[src/rtl/pipe_pkg.sv]
// Shared pipeline-control types and constants for the hazard unit.
package pipe_pkg;

  typedef enum logic [1:0] {
    RUN        = 2'd0,
    LOAD_STALL = 2'd1,
    FLUSH      = 2'd2,
    MEM_WAIT   = 2'd3
  } hazState_t;

  localparam int REG_ADDR_W_DEF = 5;
  localparam int ZERO_REG       = 0;

endpackage

[src/rtl/hazard_unit_sat_counter.sv]
// Saturating up-counter with asynchronous active-high reset.
module sat_counter #(
  parameter int CNT_W = 16
) (
  input  logic             clock,
  input  logic             reset,
  input  logic             enable,
  output logic [CNT_W-1:0] count
);

  always_ff @(posedge clock or posedge reset) begin
    if (reset)
      count <= '0;
    else if (enable && (count != '1))
      count <= count + 1'b1;
  end

endmodule

[src/rtl/hazard_unit.sv]
// Load-use / branch-flush / memory-hold steering for the 5-stage pipeline.
// Define HAZARD_PERF_EN to build the stall/flush/hold performance counters.
module hazard_unit
  import pipe_pkg::*;
#(
  parameter int REG_ADDR_W   = REG_ADDR_W_DEF,
  parameter int FLUSH_CYCLES = 1,
  parameter int CNT_W        = 16
) (
  input  logic                  clock,
  input  logic                  reset,
  input  logic                  IDEX_MemRead,
  input  logic [REG_ADDR_W-1:0] IDEX_Rt,
  input  logic [REG_ADDR_W-1:0] IFID_Rs,
  input  logic [REG_ADDR_W-1:0] IFID_Rt,
  input  logic                  IFID_UsesRt,
  input  logic                  BranchTaken,
  input  logic                  mem_busy,
  output logic                  hazardMux,
  output logic                  PCWrite,
  output logic                  IFIDWrite,
  output logic                  IFID_Flush,
  output logic                  IDEX_Flush,
  output logic                  EXMEM_Flush,
  output logic                  pipeHold,
  output logic [CNT_W-1:0]      stall_count,
  output logic [CNT_W-1:0]      flush_count,
  output logic [CNT_W-1:0]      hold_count
);

  if (FLUSH_CYCLES < 1 || FLUSH_CYCLES > 3) begin : gBadFlushCycles
    $error("hazard_unit: FLUSH_CYCLES must be within 1..3");
  end

  hazState_t  state, nextState;
  logic [1:0] fcnt, nextFcnt;
  logic       loadUse;

  assign loadUse = IDEX_MemRead && (IDEX_Rt != REG_ADDR_W'(ZERO_REG)) &&
                   ((IDEX_Rt == IFID_Rs) || (IFID_UsesRt && (IDEX_Rt == IFID_Rt)));

  always_comb begin
    hazardMux   = 1'b0;
    PCWrite     = 1'b1;
    IFIDWrite   = 1'b1;
    IFID_Flush  = 1'b0;
    IDEX_Flush  = 1'b0;
    EXMEM_Flush = 1'b0;
    pipeHold    = 1'b0;
    nextState   = state;
    nextFcnt    = fcnt;

    if (state == FLUSH && !mem_busy) begin
      // Branch shadow: later branches and load-uses are already squashed.
      hazardMux  = 1'b1;
      IFID_Flush = 1'b1;
      if (fcnt == 2'd0)
        nextState = RUN;
      else
        nextFcnt = fcnt - 2'd1;
    end else if (mem_busy) begin
      // Freeze everything; a pending flush window resumes where it stopped.
      pipeHold  = 1'b1;
      PCWrite   = 1'b0;
      IFIDWrite = 1'b0;
      nextState = (state == FLUSH) ? FLUSH : MEM_WAIT;
    end else if (BranchTaken) begin
      hazardMux   = 1'b1;
      IFID_Flush  = 1'b1;
      IDEX_Flush  = 1'b1;
      EXMEM_Flush = 1'b1;
      if (FLUSH_CYCLES > 1) begin
        nextState = FLUSH;
        nextFcnt  = 2'(FLUSH_CYCLES - 2);
      end else begin
        nextState = RUN;
      end
    end else if (loadUse && state != LOAD_STALL) begin
      hazardMux = 1'b1;
      PCWrite   = 1'b0;
      IFIDWrite = 1'b0;
      nextState = LOAD_STALL;
    end else begin
      nextState = RUN;
    end

    if (reset) begin
      hazardMux   = 1'b1;
      PCWrite     = 1'b0;
      IFIDWrite   = 1'b0;
      IFID_Flush  = 1'b1;
      IDEX_Flush  = 1'b1;
      EXMEM_Flush = 1'b1;
      pipeHold    = 1'b0;
    end
  end

  always_ff @(posedge clock or posedge reset) begin
    if (reset) begin
      state <= RUN;
      fcnt  <= 2'd0;
    end else begin
      state <= nextState;
      fcnt  <= nextFcnt;
    end
  end

`ifdef HAZARD_PERF_EN
  logic stallEvt;

  // Only a load-use stall both bubbles ID/EX and blocks the PC.
  assign stallEvt = hazardMux & ~PCWrite & ~pipeHold;

  sat_counter #(.CNT_W(CNT_W)) uStallCnt (
    .clock (clock), .reset (reset), .enable (stallEvt),   .count (stall_count)
  );
  sat_counter #(.CNT_W(CNT_W)) uFlushCnt (
    .clock (clock), .reset (reset), .enable (IFID_Flush), .count (flush_count)
  );
  sat_counter #(.CNT_W(CNT_W)) uHoldCnt (
    .clock (clock), .reset (reset), .enable (pipeHold),   .count (hold_count)
  );
`else
  assign stall_count = '0;
  assign flush_count = '0;
  assign hold_count  = '0;
`endif

endmodule

[config.mk]
export PLATFORM = sky130hd
export DESIGN_NAME = hazard_unit
export DESIGN_NICKNAME = d
export VERILOG_FILES = /design/src/rtl/pipe_pkg.sv /design/src/rtl/hazard_unit_sat_counter.sv /design/src/rtl/hazard_unit.sv
export SDC_FILE = /design/constraint.sdc
export NUM_CORES = 1
export LEC_CHECK = 0
export CAP_MARGIN = 10
export CORE_UTILIZATION = 26
export DETAILED_ROUTE_END_ITERATION = 6
export HOLD_SLACK_MARGIN = 0.15
export PLACE_DENSITY = 0.8
export SKIP_CTS_REPAIR_TIMING = 1
export SLEW_MARGIN = 20
export SYNTH_ARGS = -nofsm -noshare
export SYNTH_HDL_FRONTEND = slang
export SYNTH_SLANG_ARGS = --single-unit
export TNS_END_PERCENT = 1
[constraint.sdc]
create_clock -name clock -period 1.3 [get_ports clock]
set_input_delay 0.13 -clock clock [delete_from_list [all_inputs] [get_ports clock]]
set_output_delay 0.13 -clock clock [all_outputs]
set_load 0.01 [all_outputs]
# ---- Yosys cells after proc, flatten, opt, wreduce, memory -nomap -nowiden
# Cells that the tools add are included.
dict set report totals {
  regBits 4
  latch_bits 0
  ram_bits 0
  romBits 0
  inputBits 21
  out_inout_bits 55
  word_cells 44
  n_memories 0
}
dict set report classes {
  add_sub_neg 1
  n_mul 0
  div_mod_pow 0
  magnitude_cmp 0
  n_eq_ne 5
  n_shift 0
  n_mux 25
  n_bitwise 1
  n_reduce_logical 10
}
# op count
set op_table {}
lappend op_table {{2-to-1 mux 1 bit} 22}
lappend op_table {{== test 5 bit} 2}
lappend op_table {{2-to-1 mux 2 bit} 3}
lappend op_table {{logical AND 1 bit} 5}
lappend op_table {{nonzero test 5 bit} 1}
lappend op_table {{inequality test 2 x 1 -> 1 bit, second input constant} 2}
lappend op_table {{== test 2 bit, second input constant} 1}
lappend op_table {{logical NOT 2 bit} 1}
lappend op_table {{AND reduction 2 bit} 1}
lappend op_table {{subtractor 2 x 1 -> 2 bit, second input constant} 1}
lappend op_table {{logical NOT 1 bit} 1}
lappend op_table {{logical OR 1 bit} 1}
lappend op_table {{NOT 1 bit} 1}

# ---- Longest topological paths before layout
dict set report logic_depth {
  ltp_word 10
  ltp_mapped 5
  depth_no_buf 5
}

# ---- Worst setup path after synthesis
# OpenSTA, ideal clock, no wires.
dict set report synth_path {
  path_kind {in2out}
  from {in IDEX_Rt[3]}
  to {out PCWrite}
  arrival_ns 1.281
  required_time_ns 1.170
  slack_ns -0.111
  path_stages 5
  n_path_buf 1
  cell_sequence {xor2_1 -> nor4_2 -> a32oi_1 -> o41a_1 -> buf_4}
}
dict set report synth_via {
  elab_chain_cells 10
  word_cells_on_any_way 13
  cone_classes {eq/ne: 2; mux: 5; reduce/logical: 6}
}
# element line_no
set synth_rtl {}
lappend synth_rtl {{from (decl)} hazard_unit.sv:13} ;# input logic [REG_ADDR_W-1:0] IDEX_Rt,
lappend synth_rtl {{== test 5 bit} hazard_unit.sv:40} ;# ((IDEX_Rt == IFID_Rs) || (IFID_UsesRt && (IDEX_Rt == IFID_Rt)));
lappend synth_rtl {{logical AND 1 bit} hazard_unit.sv:40}
lappend synth_rtl {{logical OR 1 bit} hazard_unit.sv:40}
lappend synth_rtl {{logical AND 1 bit (*)} hazard_unit.sv:39} ;# assign loadUse = IDEX_MemRead && (IDEX_Rt != REG_ADDR_W'(ZERO_REG)) &&
lappend synth_rtl {{logical AND 1 bit (*)} hazard_unit.sv:78} ;# end else if (loadUse && state != LOAD_STALL) begin
lappend synth_rtl {{2-to-1 mux 1 bit (*) (5 in series)} -}
lappend synth_rtl {{to (decl)} hazard_unit.sv:20} ;# output logic PCWrite,
# Mark *: on every way between the ends. The rest lies on a longest branch, timed or not.

# ---- Worst setup path in the final report
dict set report layout_path {
  from {in IFID_Rt[2]}
  to {out PCWrite}
}
dict set report layout_via {
  elab_chain_cells 10
}
# element line_no
set layout_rtl {}
lappend layout_rtl {{from (decl)} hazard_unit.sv:15} ;# input logic [REG_ADDR_W-1:0] IFID_Rt,
lappend layout_rtl {{== test 5 bit} hazard_unit.sv:40}
lappend layout_rtl {{logical AND 1 bit} hazard_unit.sv:40}
lappend layout_rtl {{logical OR 1 bit} hazard_unit.sv:40}
lappend layout_rtl {{logical AND 1 bit} hazard_unit.sv:39}
lappend layout_rtl {{logical AND 1 bit} hazard_unit.sv:78}
lappend layout_rtl {{2-to-1 mux 1 bit} hazard_unit.sv:78}
lappend layout_rtl {{2-to-1 mux 1 bit} hazard_unit.sv:67} ;# end else if (BranchTaken) begin
lappend layout_rtl {{2-to-1 mux 1 bit} hazard_unit.sv:61} ;# end else if (mem_busy) begin
lappend layout_rtl {{2-to-1 mux 1 bit} hazard_unit.sv:53} ;# if (state == FLUSH && !mem_busy) begin
lappend layout_rtl {{2-to-1 mux 1 bit} hazard_unit.sv:87} ;# if (reset) begin
# Every way passes these cells.

==> summary.md <==
## Run status
- status: finished, violations left
- failing checks: negative setup slack

## Routing
- number of design rule violations left after detail routing: 0
- violation count after the first detailed-routing iteration: 4
- overall via count from detail_route: 562
- post-detailed-route via-to-cell ratio: 3.56
- detailed-route wire length per cell: 8.54 um
- number of optimization iterations in the first detailed-route pass: 6
- final routed wirelength across all metal layers: 1350 um
- count of antenna-violating nets left after detailed routing: 0

## Setup path
- cell chain of the critical path: dlymetal6s2s_1 -> xor2_1 -> nor4_2 -> a32oi_2 -> o41a_1 -> buf_2
- Critical Path RT: 1.17 ns
- standard cell with the maximum stage delay on the critical path: sky130_fd_sc_hd__o41a_1
- top fanout value on the critical path: 3
- Crit Path Category: input pin to primary output
- arrival time reported for the critical path endpoint: 1.40 ns
- Critical Path End Type: primary output
- cell family contributing the most delay on the critical path: compound AO/OA/AOI/OAI gates
- buffers and inverters on the worst path: 2
- type of origin of the critical path: input pin
- Crit path largest cell delay: 0.35 ns

## STA
- clock period minus worst slack: 1.53 ns
- post-route fraction of the period consumed by the critical path: 118%
- final slew viol count: 0
- hold violation count in the final report: 0
- unrepaired setup endpoints after global routing: yes
- Final WS setup: -0.228 ns
- Clock Skew: 0.00119 ns
- final setup fails: 5
- sum of negative setup slack: -0.848 ns
- maximum frequency from static timing analysis: 654 MHz

## Layout
- share of cells above drive strength 1: 21.3%
- diode count: 0
- final layout net count: 151
- layout overhead on the synthesized area: 32.3%
- share of the core filled with cells in the final layout: 36.2%

## Die
- die span in y: 55.6 um
- Initial Utilization: 27.4%
- floorplan die area: 3100 sq um
- Die Span X: 55.6 um
- area of the core region: 2730 sq um
- FP Rows: 19
- io pins: 76

## Yosys
- Post-synth ARST share: 100%
- EDFF count, synth: 0
- largest area contributor in the netlist: sky130_fd_sc_hd__buf_4
- cell with the most instances after synthesis: sky130_fd_sc_hd__buf_4
- Syn Area/Cell: 8.05 sq um
- top area cells in the synthesized netlist: sky130_fd_sc_hd__buf_4 50%, sky130_fd_sc_hd__dfrtp_1 13%, sky130_fd_sc_hd__xor2_1 11%
- register bit total from synthesis: 4
- total standard cell area after synthesis: 748 sq um
- Syn Inst Count: 93
- warning count from the yosys run: 0
- prevailing post-synth register cell: sky130_fd_sc_hd__dfrtp_1
- Yosys top cell area share: 50.2%
- sequential cell area fraction in the yosys report: 13.4%
- Commonest cells post-synth: 50 x sky130_fd_sc_hd__buf_4, 9 x sky130_fd_sc_hd__xor2_1, 5 x sky130_fd_sc_hd__inv_1, 4 x sky130_fd_sc_hd__dfrtp_1, 4 x sky130_fd_sc_hd__nor2_1
- Distinct cells, synth: 22

## Clock network
- maximum number of buffers from clock root to sink: 2
- clock transition time at the flip-flop clock pins of the worst setup and hold paths: 0.04 ns
- sinks on the clock net: 4
- clock tree from TritonCTS: yes
- buffer type at the clock tree root: sky130_fd_sc_hd__clkbuf_4
- Max H-tree Level: 1
- cts bufs inserted: 3
- clk_lat worst skew: 0.23 ns

## Placed design
- port bufs: 27
- worst slack at placement: -0.972 ns
- HPWL after DPL: 1050 um
- routability congestion estimate: 0.690

## Worst hold path
- Hold/Removal Path Class: input pin to register

## Pwr
- Worst IR Drop VDD: 0.463 mV
- Power per Cell Area: 821 nW/um^2
- Static Leakage: 0.644 nW

## Global routing
- first-pass GRT wire length: 1810 um
- number of antenna violations at the first check in global routing: 0
- overall routing resource usage: 7.21%
- GR Overflow Total: 0
- vias in the first global route: 420
- pin count of the biggest net entering global routing: 6

## Flow run
- Max-Cap Viols: 0

[worst paths after layout]
kind | startpoint | to | slack, ns | cells past startpoint
min in group asynchronous | reset | fcnt[1] | 0.28 | 3
worst max-delay path | IFID_Rt[2] | PCWrite | -0.23 | 6
max in group asynchronous | reset | state[0] | 0.92 | 3
worst min-delay path | mem_busy | state[0] | 0.26 | 3
worst min register to register | fcnt[0] | fcnt[0] | 0.53 | 2
worst max register to register | state[0] | fcnt[1] | 0.12 | 5
[state kept, by name, summed over array words and instances, names as in the netlist]
signal	count
fcnt	2
state	2
[cell usage in the layout (no fill, tap or decap), drive strengths merged]
master	n
nor2	4
o311ai	1
xor2	9
a32oi	1
nand2	2
a31o	1
ha	1
conb	48
o41a	1
clkdlybuf4s50	4
inv	5
nor2b	1
or4	1
dfrtp	4
o41ai	1
xnor2	2
buf	9
nor3	2
nor4	1
o21ai	2
nand2b	1
clkbuf	7
o221ai	1
a21oi	1
dlymetal6s2s	17
[cells by family (layout without fill, tap and decap cells)]
| kind of cell | after synthesis | in the layout | synth area share [%] |
|---|---|---|---|
| buffers and inverters | 55 | 42 | 52.7 |
| AND/OR/NAND/NOR | 12 | 12 | 8.70 |
| XOR/XNOR | 11 | 11 | 12.9 |
| AO/OA/AOI/OAI | 9 | 9 | 10.2 |
| flip-flops | 4 | 4 | 13.4 |
| adder cells (fa/ha/maj) | 1 | 1 | 1.67 |
| other | 1 | 48 | 0.501 |
[worst reg2reg max path: stages, from the launching register on]
cell                       delay [ns]
sky130_fd_sc_hd__dfrtp_1         0.41
sky130_fd_sc_hd__nand2b_1        0.19
sky130_fd_sc_hd__buf_4           0.15
sky130_fd_sc_hd__nor3_2          0.18
sky130_fd_sc_hd__nor2_1          0.06
sky130_fd_sc_hd__a21oi_1         0.11
[cell type report]
cell class                      instances  area, sq um
Fill cell                             286         1740
Multi-Input combinational cell         81          474
Timing Repair Buffer                   34          335
Sequential cell                         4          100
Tap cell                               31         38.8
Clock buffer                            3         22.5
Inverter                                5         18.8
[metal layers]
| metal | track usage, % | vias to the layer above | wire length, um |
|---|---|---|---|
| li1 | - | 270 | - |
| met1 | 8.82 | 249 | 491 |
| met2 | 12.2 | 43 | 741 |
| met3 | 1.40 | 0 | 116 |
| met4 | 3.21 | 0 | 0 |
| met5 | 0 | - | 0 |
[stage by stage]
stage	total power, mW	cell area [sq um]	cells	hold WS, ns
after detailed placement	0.630	896	153	0.527
after global placement	0.619	896	153	0.513
after CTS	0.792	918	156	0.274
after floorplan	0.568	925	140	-0.0875
after global routing	0.889	990	158	0.274
final	0.812	990	158	0.262
[report_power, final]
part           internal [mW]  leakage (nW)  switching, mW  total [mW]
combinational          0.212         0.584          0.241       0.453
sequential             0.176        0.0460         0.0317       0.208
clock                  0.103        0.0138         0.0482       0.151
total                  0.491         0.644          0.321       0.812
Power figures use the tool's default switching activity.
